**src/rtl/fifo_rd_packer_pkg.sv**
```systemverilog
// Shared types for the FIFO read-side packer: FSM state encoding and the
// lane-count to keep-mask helper.
package fifo_rd_pkg;

    typedef enum logic {
        FILL       = 1'b0,
        FLUSH_PEND = 1'b1
    } rd_state_t;

    localparam int MAX_LANES = 32;

    // Lowest `lanes` bits set; callers cast the result down to their lane count.
    function automatic logic [MAX_LANES-1:0] keep_mask(input int lanes);
        logic [MAX_LANES-1:0] m;
        m = '0;
        for (int i = 0; i < MAX_LANES; i++) begin
            if (i < lanes) m[i] = 1'b1;
        end
        return m;
    endfunction

endpackage

```
**src/rtl/fifo_rd_packer_if.sv**
```systemverilog
// FIFO read port plus packed output stream of the read-side packer.
// master = packer side, slave = FIFO/downstream side.
interface fifo_rd_packer_if #(
    parameter int DSIZE = 8,
    parameter int RATIO = 4
);
    logic                   rempty;
    logic [DSIZE-1:0]       rdata;
    logic                   rinc;
    logic                   flush;
    logic                   m_valid;
    logic [DSIZE*RATIO-1:0] m_data;
    logic [RATIO-1:0]       m_keep;
    logic                   m_ready;

    modport master (
        input  rempty, rdata, flush, m_ready,
        output rinc, m_valid, m_data, m_keep
    );

    modport slave (
        output rempty, rdata, flush, m_ready,
        input  rinc, m_valid, m_data, m_keep
    );
endinterface

```
**src/rtl/fifo_rd_packer_outreg.sv**
```systemverilog
// Registered output slot of the packer: loads a beat, holds it until accepted,
// and reports whether a new beat may be loaded this cycle.
module fifo_rd_outreg #(
    parameter int DSIZE = 8,
    parameter int RATIO = 4
) (
    input  logic                   clk,
    input  logic                   rst,
    input  logic                   load,
    input  logic [DSIZE*RATIO-1:0] load_data,
    input  logic [RATIO-1:0]       load_keep,
    input  logic                   m_ready,
    output logic                   m_valid,
    output logic [DSIZE*RATIO-1:0] m_data,
    output logic [RATIO-1:0]       m_keep,
    output logic                   slot_free
);

    assign slot_free = !m_valid || m_ready;

    // Data/keep only change on load, so they stay stable while a beat waits.
    always_ff @(posedge clk) begin
        if (rst) begin
            m_valid <= 1'b0;
            m_data  <= '0;
            m_keep  <= '0;
        end else if (load) begin
            m_valid <= 1'b1;
            m_data  <= load_data;
            m_keep  <= load_keep;
        end else if (m_valid && m_ready) begin
            m_valid <= 1'b0;
        end
    end

endmodule

```
**src/rtl/fifo_rd_packer.sv**
```systemverilog
// Read-domain FIFO consumer packing RATIO words per output beat, with flush.
// Optional macro FIFO_RD_CNT_EN adds the CSIZE-bit words_popped counter/port.
module fifo_rd_packer
    import fifo_rd_pkg::*;
#(
    parameter int DSIZE = 8,
    parameter int RATIO = 4
`ifdef FIFO_RD_CNT_EN
    ,
    parameter int CSIZE = 16
`endif
) (
    input  logic                   rclk,
    input  logic                   rrst,
    fifo_rd_packer_if.master       bus
`ifdef FIFO_RD_CNT_EN
    ,
    output logic [CSIZE-1:0]       words_popped
`endif
);

    localparam int CW = (RATIO > 1) ? $clog2(RATIO) : 1;
    localparam int W  = DSIZE * RATIO;
    localparam logic [CW-1:0] LAST = CW'(RATIO - 1);

    rd_state_t        state, state_next;
    logic [CW-1:0]    cnt, cnt_next;
    logic [W-1:0]     asm_q, merged;
    logic [CW:0]      lanes;
    logic             pop, load, slot_free;
    logic [W-1:0]     load_data;
    logic [RATIO-1:0] load_keep;

    // The last lane may only be popped when the finished beat has somewhere to go.
    assign pop      = !rrst && !bus.rempty && (state == FILL) && ((cnt != LAST) || slot_free);
    assign bus.rinc = pop;
    assign lanes    = {1'b0, cnt} + {{CW{1'b0}}, pop};

    // Assembly lanes including this cycle's pop; unused lanes are zeroed on emit.
    always_comb begin
        merged = asm_q;
        if (pop) merged[int'(cnt)*DSIZE +: DSIZE] = bus.rdata;
        load_keep = RATIO'(keep_mask(int'(lanes)));
        load_data = '0;
        for (int i = 0; i < RATIO; i++) begin
            if (load_keep[i]) load_data[i*DSIZE +: DSIZE] = merged[i*DSIZE +: DSIZE];
        end
    end

    always_comb begin
        state_next = state;
        cnt_next   = cnt;
        load       = 1'b0;
        case (state)
            FILL: begin
                if (pop) cnt_next = cnt + 1'b1;
                if (pop && (cnt == LAST)) begin
                    load     = 1'b1;
                    cnt_next = '0;
                end else if (bus.flush && (lanes != '0)) begin
                    if (slot_free) begin
                        load     = 1'b1;
                        cnt_next = '0;
                    end else begin
                        state_next = FLUSH_PEND;
                    end
                end
            end
            FLUSH_PEND: begin
                if (slot_free) begin
                    load       = 1'b1;
                    cnt_next   = '0;
                    state_next = FILL;
                end
            end
            default: state_next = FILL;
        endcase
    end

    always_ff @(posedge rclk) begin
        if (rrst) begin
            state <= FILL;
            cnt   <= '0;
            asm_q <= '0;
        end else begin
            state <= state_next;
            cnt   <= cnt_next;
            asm_q <= merged;
        end
    end

    fifo_rd_outreg #(
        .DSIZE(DSIZE),
        .RATIO(RATIO)
    ) u_outreg (
        .clk       (rclk),
        .rst       (rrst),
        .load      (load),
        .load_data (load_data),
        .load_keep (load_keep),
        .m_ready   (bus.m_ready),
        .m_valid   (bus.m_valid),
        .m_data    (bus.m_data),
        .m_keep    (bus.m_keep),
        .slot_free (slot_free)
    );

`ifdef FIFO_RD_CNT_EN
    always_ff @(posedge rclk) begin
        if (rrst) begin
            words_popped <= '0;
        end else if (pop) begin
            words_popped <= words_popped + 1'b1;
        end
    end
`endif

endmodule
```
**src/flat_wrapper.sv**
```systemverilog
// flat-port wrapper written by rule: the top's interface ports become plain ports
module fifo_rd_packer_flat import fifo_rd_pkg::*;
#(
    parameter int DSIZE = 8,
    parameter int RATIO = 4

)
  (rclk, rrst, bus_rempty, bus_rdata, bus_flush, bus_m_ready, bus_rinc, bus_m_valid, bus_m_data, bus_m_keep);
  fifo_rd_packer_if #(.DSIZE(DSIZE), .RATIO(RATIO)) bus_i ();
  input  logic rclk;
  input  logic rrst;
  input wire logic [$bits(bus_i.rempty)-1:0] bus_rempty;
  input wire logic [$bits(bus_i.rdata)-1:0] bus_rdata;
  input wire logic [$bits(bus_i.flush)-1:0] bus_flush;
  input wire logic [$bits(bus_i.m_ready)-1:0] bus_m_ready;
  output wire logic [$bits(bus_i.rinc)-1:0] bus_rinc;
  output wire logic [$bits(bus_i.m_valid)-1:0] bus_m_valid;
  output wire logic [$bits(bus_i.m_data)-1:0] bus_m_data;
  output wire logic [$bits(bus_i.m_keep)-1:0] bus_m_keep;
  assign bus_i.rempty = bus_rempty;
  assign bus_i.rdata = bus_rdata;
  assign bus_i.flush = bus_flush;
  assign bus_i.m_ready = bus_m_ready;
  assign bus_rinc = bus_i.rinc;
  assign bus_m_valid = bus_i.m_valid;
  assign bus_m_data = bus_i.m_data;
  assign bus_m_keep = bus_i.m_keep;
  fifo_rd_packer #(.DSIZE(DSIZE), .RATIO(RATIO)) u_core (.rclk(rclk), .rrst(rrst), .bus(bus_i));
endmodule
```
**config.mk**
```make
export PLATFORM = sky130hd
export DESIGN_NAME = fifo_rd_packer_flat
export DESIGN_NICKNAME = d
export VERILOG_FILES = /design/src/rtl/fifo_rd_packer_pkg.sv /design/src/rtl/fifo_rd_packer_if.sv /design/src/rtl/fifo_rd_packer_outreg.sv /design/src/rtl/fifo_rd_packer.sv /design/src/flat_wrapper.sv
export SDC_FILE = /design/constraint.sdc
export NUM_CORES = 1
export LEC_CHECK = 0
export ABC_AREA = 1
export CORE_ASPECT_RATIO = 1.4
export CORE_MARGIN = 4
export CORE_UTILIZATION = 45
export CTS_CLUSTER_DIAMETER = 40
export CTS_CLUSTER_SIZE = 28
export DETAILED_ROUTE_END_ITERATION = 8
export GPL_TIMING_DRIVEN = 0
export PLACE_DENSITY = 0.79
export SLEW_MARGIN = 10
export SYNTH_ARGS = -nofsm -noshare
export SYNTH_HDL_FRONTEND = slang
export SYNTH_SLANG_ARGS = --single-unit
```
**constraint.sdc**
```tcl
create_clock -name rclk -period 2.85 [get_ports rclk]
set_clock_uncertainty 0.2 [all_clocks]
set_input_delay 0.855 -clock rclk [delete_from_list [all_inputs] [get_ports rclk]]
set_output_delay 0.855 -clock rclk [all_outputs]
set_load 0.1 [all_outputs]
```
==> impl_metrics.tcl <==
set metrics [dict create \
    setup_viol 0 \
    crit_top_cell "buf_12" \
    worstPathBufferInverterCount 4 \
    drc_errors 0 \
    syn-num-nets 498 \
    cts_hold_buf 0 \
    die_w_um 80.6 \
    synth_fa_ha_area_share_pct 3.39 \
    grt_pass1_vias 3140 \
    hold_class "flop to flop" \
    synth_top_family_by_area "simple AND/OR/NAND/NOR gates" \
    htreeDepth 3 \
    vdd_drop_max_mv 0.367 \
    final_layout_size_suffix_gt1_share_pct 16.0 \
    syn_inst 476 \
    dr_total_vias 3112 \
    power.leakage_nw 2.20 \
    cts_root_buf "clkbuf_8" \
    firstDrtPassIters 4 \
    io_pins 51 \
    p_per_area_nw_per_um2 505 \
    synth_edf_count 0 \
    cts_sinks 72 \
    area.sequential_um2 1440 \
    fmax_mhz 359 \
    ys_seq_area_share_pct 43.4 \
    final_cell_area_um2 4260 \
    critical_path.cell_chain "dlygate4sd2_1, inv_2, nand2_4, nor2_4, nor2_8, buf_12, buf_12" \
    antenna_found_initial 0 \
    required_ns 1.80 \
    io_buffers 50 \
    rrSetupSlack_ns 0.18 \
    cp_max_fo 3 \
    crit_family "buffers and inverters" \
    period_minus_slack_ns 2.79 \
    hpwl_um 6110 \
    critPathCaptureType "output port" \
    grt_setup_unrepaired "no" \
    num_rows 36 \
    timing.final.crit_share_pct 97.8 \
    hold_violations 0 \
    drtIter0Drc 171 \
    synth-compound-area-share_pct 3.09 \
    multiInputGateArea_um2 1610 \
    cts.reportedPaths.clkPinSlew_ns 0.06 \
    synthSimpleGateAreaFrac_pct 40.1 \
    status "completed" \
    ys_seq_elements 72 \
    fill_cells 694 \
    utilization_pct 60.2 \
    initial_core_util_pct 46.9 \
    synth_xor_area_share_pct 0 \
    relSlewSlack_pct 35.7 \
    placed_area_um2 4010 \
    insertion_delay_ns 0.35 \
    fin_nets 573 \
    final_max_slew_viol_count 0 \
    cts_buffers 9 \
    synth_ff_type "dfxtp_1" \
    grt.overflow.total 0 \
    syn_area_per_cell_um2 6.97 \
    cts_tree "yes" \
    area_growth_pct 28.3 \
    drt_wl_total_um 8450 \
    place_congestion 0.910 \
    worst_pin_slew_ns 0.969 \
    synthMuxAreaShare_pct 0 \
    cap_violations 0 \
    fp.dieArea_um2 8830 \
    diodes 0 \
    critPathMaxStageDelay_ns 0.24 \
    core_area_um2 7070 \
    startpoint_type "primary input" \
    grt_max_degree 12 \
    whs_ns 0.239 \
    crit_arrival_ns 1.73 \
    mappedNetlistArea_um2 3320 \
    worstSetupPathType "primary input to output port" \
    cts.path.max_buffers 2 \
    die_h_um 110 \
    via_per_inst 4.78 \
    wire_per_inst_um 13.0 \
    synth_warnings 0 \
    ant_nets 0 \
    synth_cell_types 26 \
    synthArstFlopShare_pct 0 \
    grt_pass1_wl_um 14600 \
    slowest_stage "dlygate4sd2_1" \
    grtUsageTotal_pct 21.4 \
]
[cell usage in the layout (no fill, tap or decap), drive strengths merged]
| cell | count |
|---|---|
| clkbuf | 18 |
| buf | 26 |
| nor2 | 48 |
| clkinv | 5 |
| nor3 | 1 |
| nand2 | 192 |
| nand4 | 9 |
| ha | 9 |
| inv | 60 |
| a21oi | 11 |
| dlygate4sd2 | 38 |
| dfxtp | 72 |
| and3 | 1 |
| o21ai | 5 |
| nand3 | 52 |
| clkdlybuf4s50 | 9 |
[area by class of cell]
cell class	instances	area share [%]
clock inverters	4	0.470
well taps	95	2.79
flip-flops and latches	72	33.9
clock buffers	12	3.41
multi-input cells	328	37.8
inverters	61	5.49
plain buffers	14	2.41
repair buffers	65	13.7
[power by group]
group / total, mW / switching, mW / internal (mW)
registers: 1.05 / 0.0159 / 1.03
logic: 0.409 / 0.280 / 0.129
clock network: 0.693 / 0.359 / 0.334
total: 2.15 / 0.655 / 1.50
[path summary, 6_finish.rpt]
kind | from | end | cells past startpoint
worst min-delay path | u_core.u_outreg.m_data[11]$_SDFFE_PP0P_ | u_core.u_outreg.m_data[11]$_SDFFE_PP0P_ | 2
worst min register to register | u_core.u_outreg.m_data[11]$_SDFFE_PP0P_ | u_core.u_outreg.m_data[11]$_SDFFE_PP0P_ | 2
worst max-delay path | bus_m_ready | bus_rinc | 7
worst max register to register | u_core.cnt[0]$_SDFFE_PP0P_ | u_core.u_outreg.m_data[30]$_SDFFE_PP0P_ | 18
[Yosys cell counts, types with 2 or more instances]
master	n	area share [%]
nand3_2	5	1.5
nor2_2	11	2.1
nor2_1	35	4.0
nand3_1	47	7.1
nand2_1	187	21
clkbuf_1	3	0.34
buf_6	5	1.7
dfxtp_1	72	43
nand2_2	4	0.75
a21oi_2	3	0.79
ha_1	9	3.4
nand4_1	9	1.7
buf_2	4	0.60
inv_1	48	5.4
buf_1	2	0.23
nor2_8	2	1.2
o21ai_1	4	0.60
a21oi_1	7	1.1
inv_2	12	1.4
[layer usage]
| layer | routed length [um] | vias up | global-route usage [%] | share of wire, % |
|---|---|---|---|---|
| met2 | 4200 | 70 | 36.4 | 50 |
| li1 | - | 1606 | - | - |
| met5 | 0 | - | 0 | 0 |
| met4 | 204 | 0 | 9.78 | 2.4 |
| met1 | 3640 | 1419 | 25.1 | 43 |
| met3 | 406 | 17 | 5.16 | 4.8 |
[repair_timing]
| item | in CTS | in global routing |
|---|---|---|
| endpoints found under the setup margin | 77 | 30 |
| setup buffers | 13 | 1 |
| pin swaps | 10 | 1 |
| resized for setup | 58 | 5 |
| gates cloned | 1 | 0 |
[registers in the layout, indices dropped and copies added, names as in the netlist]
register                 cells
u_core.asm_q                32
u_core.cnt                   2
u_core.state                 1
u_core.u_outreg.m_data      32
u_core.u_outreg.m_keep       4
u_core.u_outreg.m_valid      1
[kinds of logic (layout without fill, tap and decap cells)]
logic type	count (synthesis)	count (layout)
compound gates	16	16
fa+ha+maj	9	9
buf+inv	76	156
flops	72	72
simple gates	303	303
[metrics by stage]
stage	setup slack, ns	power, mW	setup TNS (ns)	std cells
after floorplan	-0.266	1.36	-6.65	476
after global placement	-1.38	1.45	-33.65	621
after detailed placement	-1.38	1.46	-35.24	621
after CTS	0.0275	2.17	0	650
after global routing	0.00467	2.25	0	651
final	0.0627	2.15	0	651
[worst reg2reg max path, cell delays in order, from the launching register on]
cell     delay (ns)
dfxtp_2        0.48
ha_1           0.26
inv_1          0.08
nor2_4         0.14
nor2_8         0.07
ha_4           0.16
inv_2          0.07
ha_4           0.21
nor2_2         0.08
nand2_1        0.08
nand2_1        0.08
nand2_2        0.07
nand2_4        0.08
nand2_4        0.08
nor2_4         0.12
buf_6          0.15
buf_6          0.12
nand2_1        0.05
nand2_1        0.05
Power figures use the tool's default switching activity.
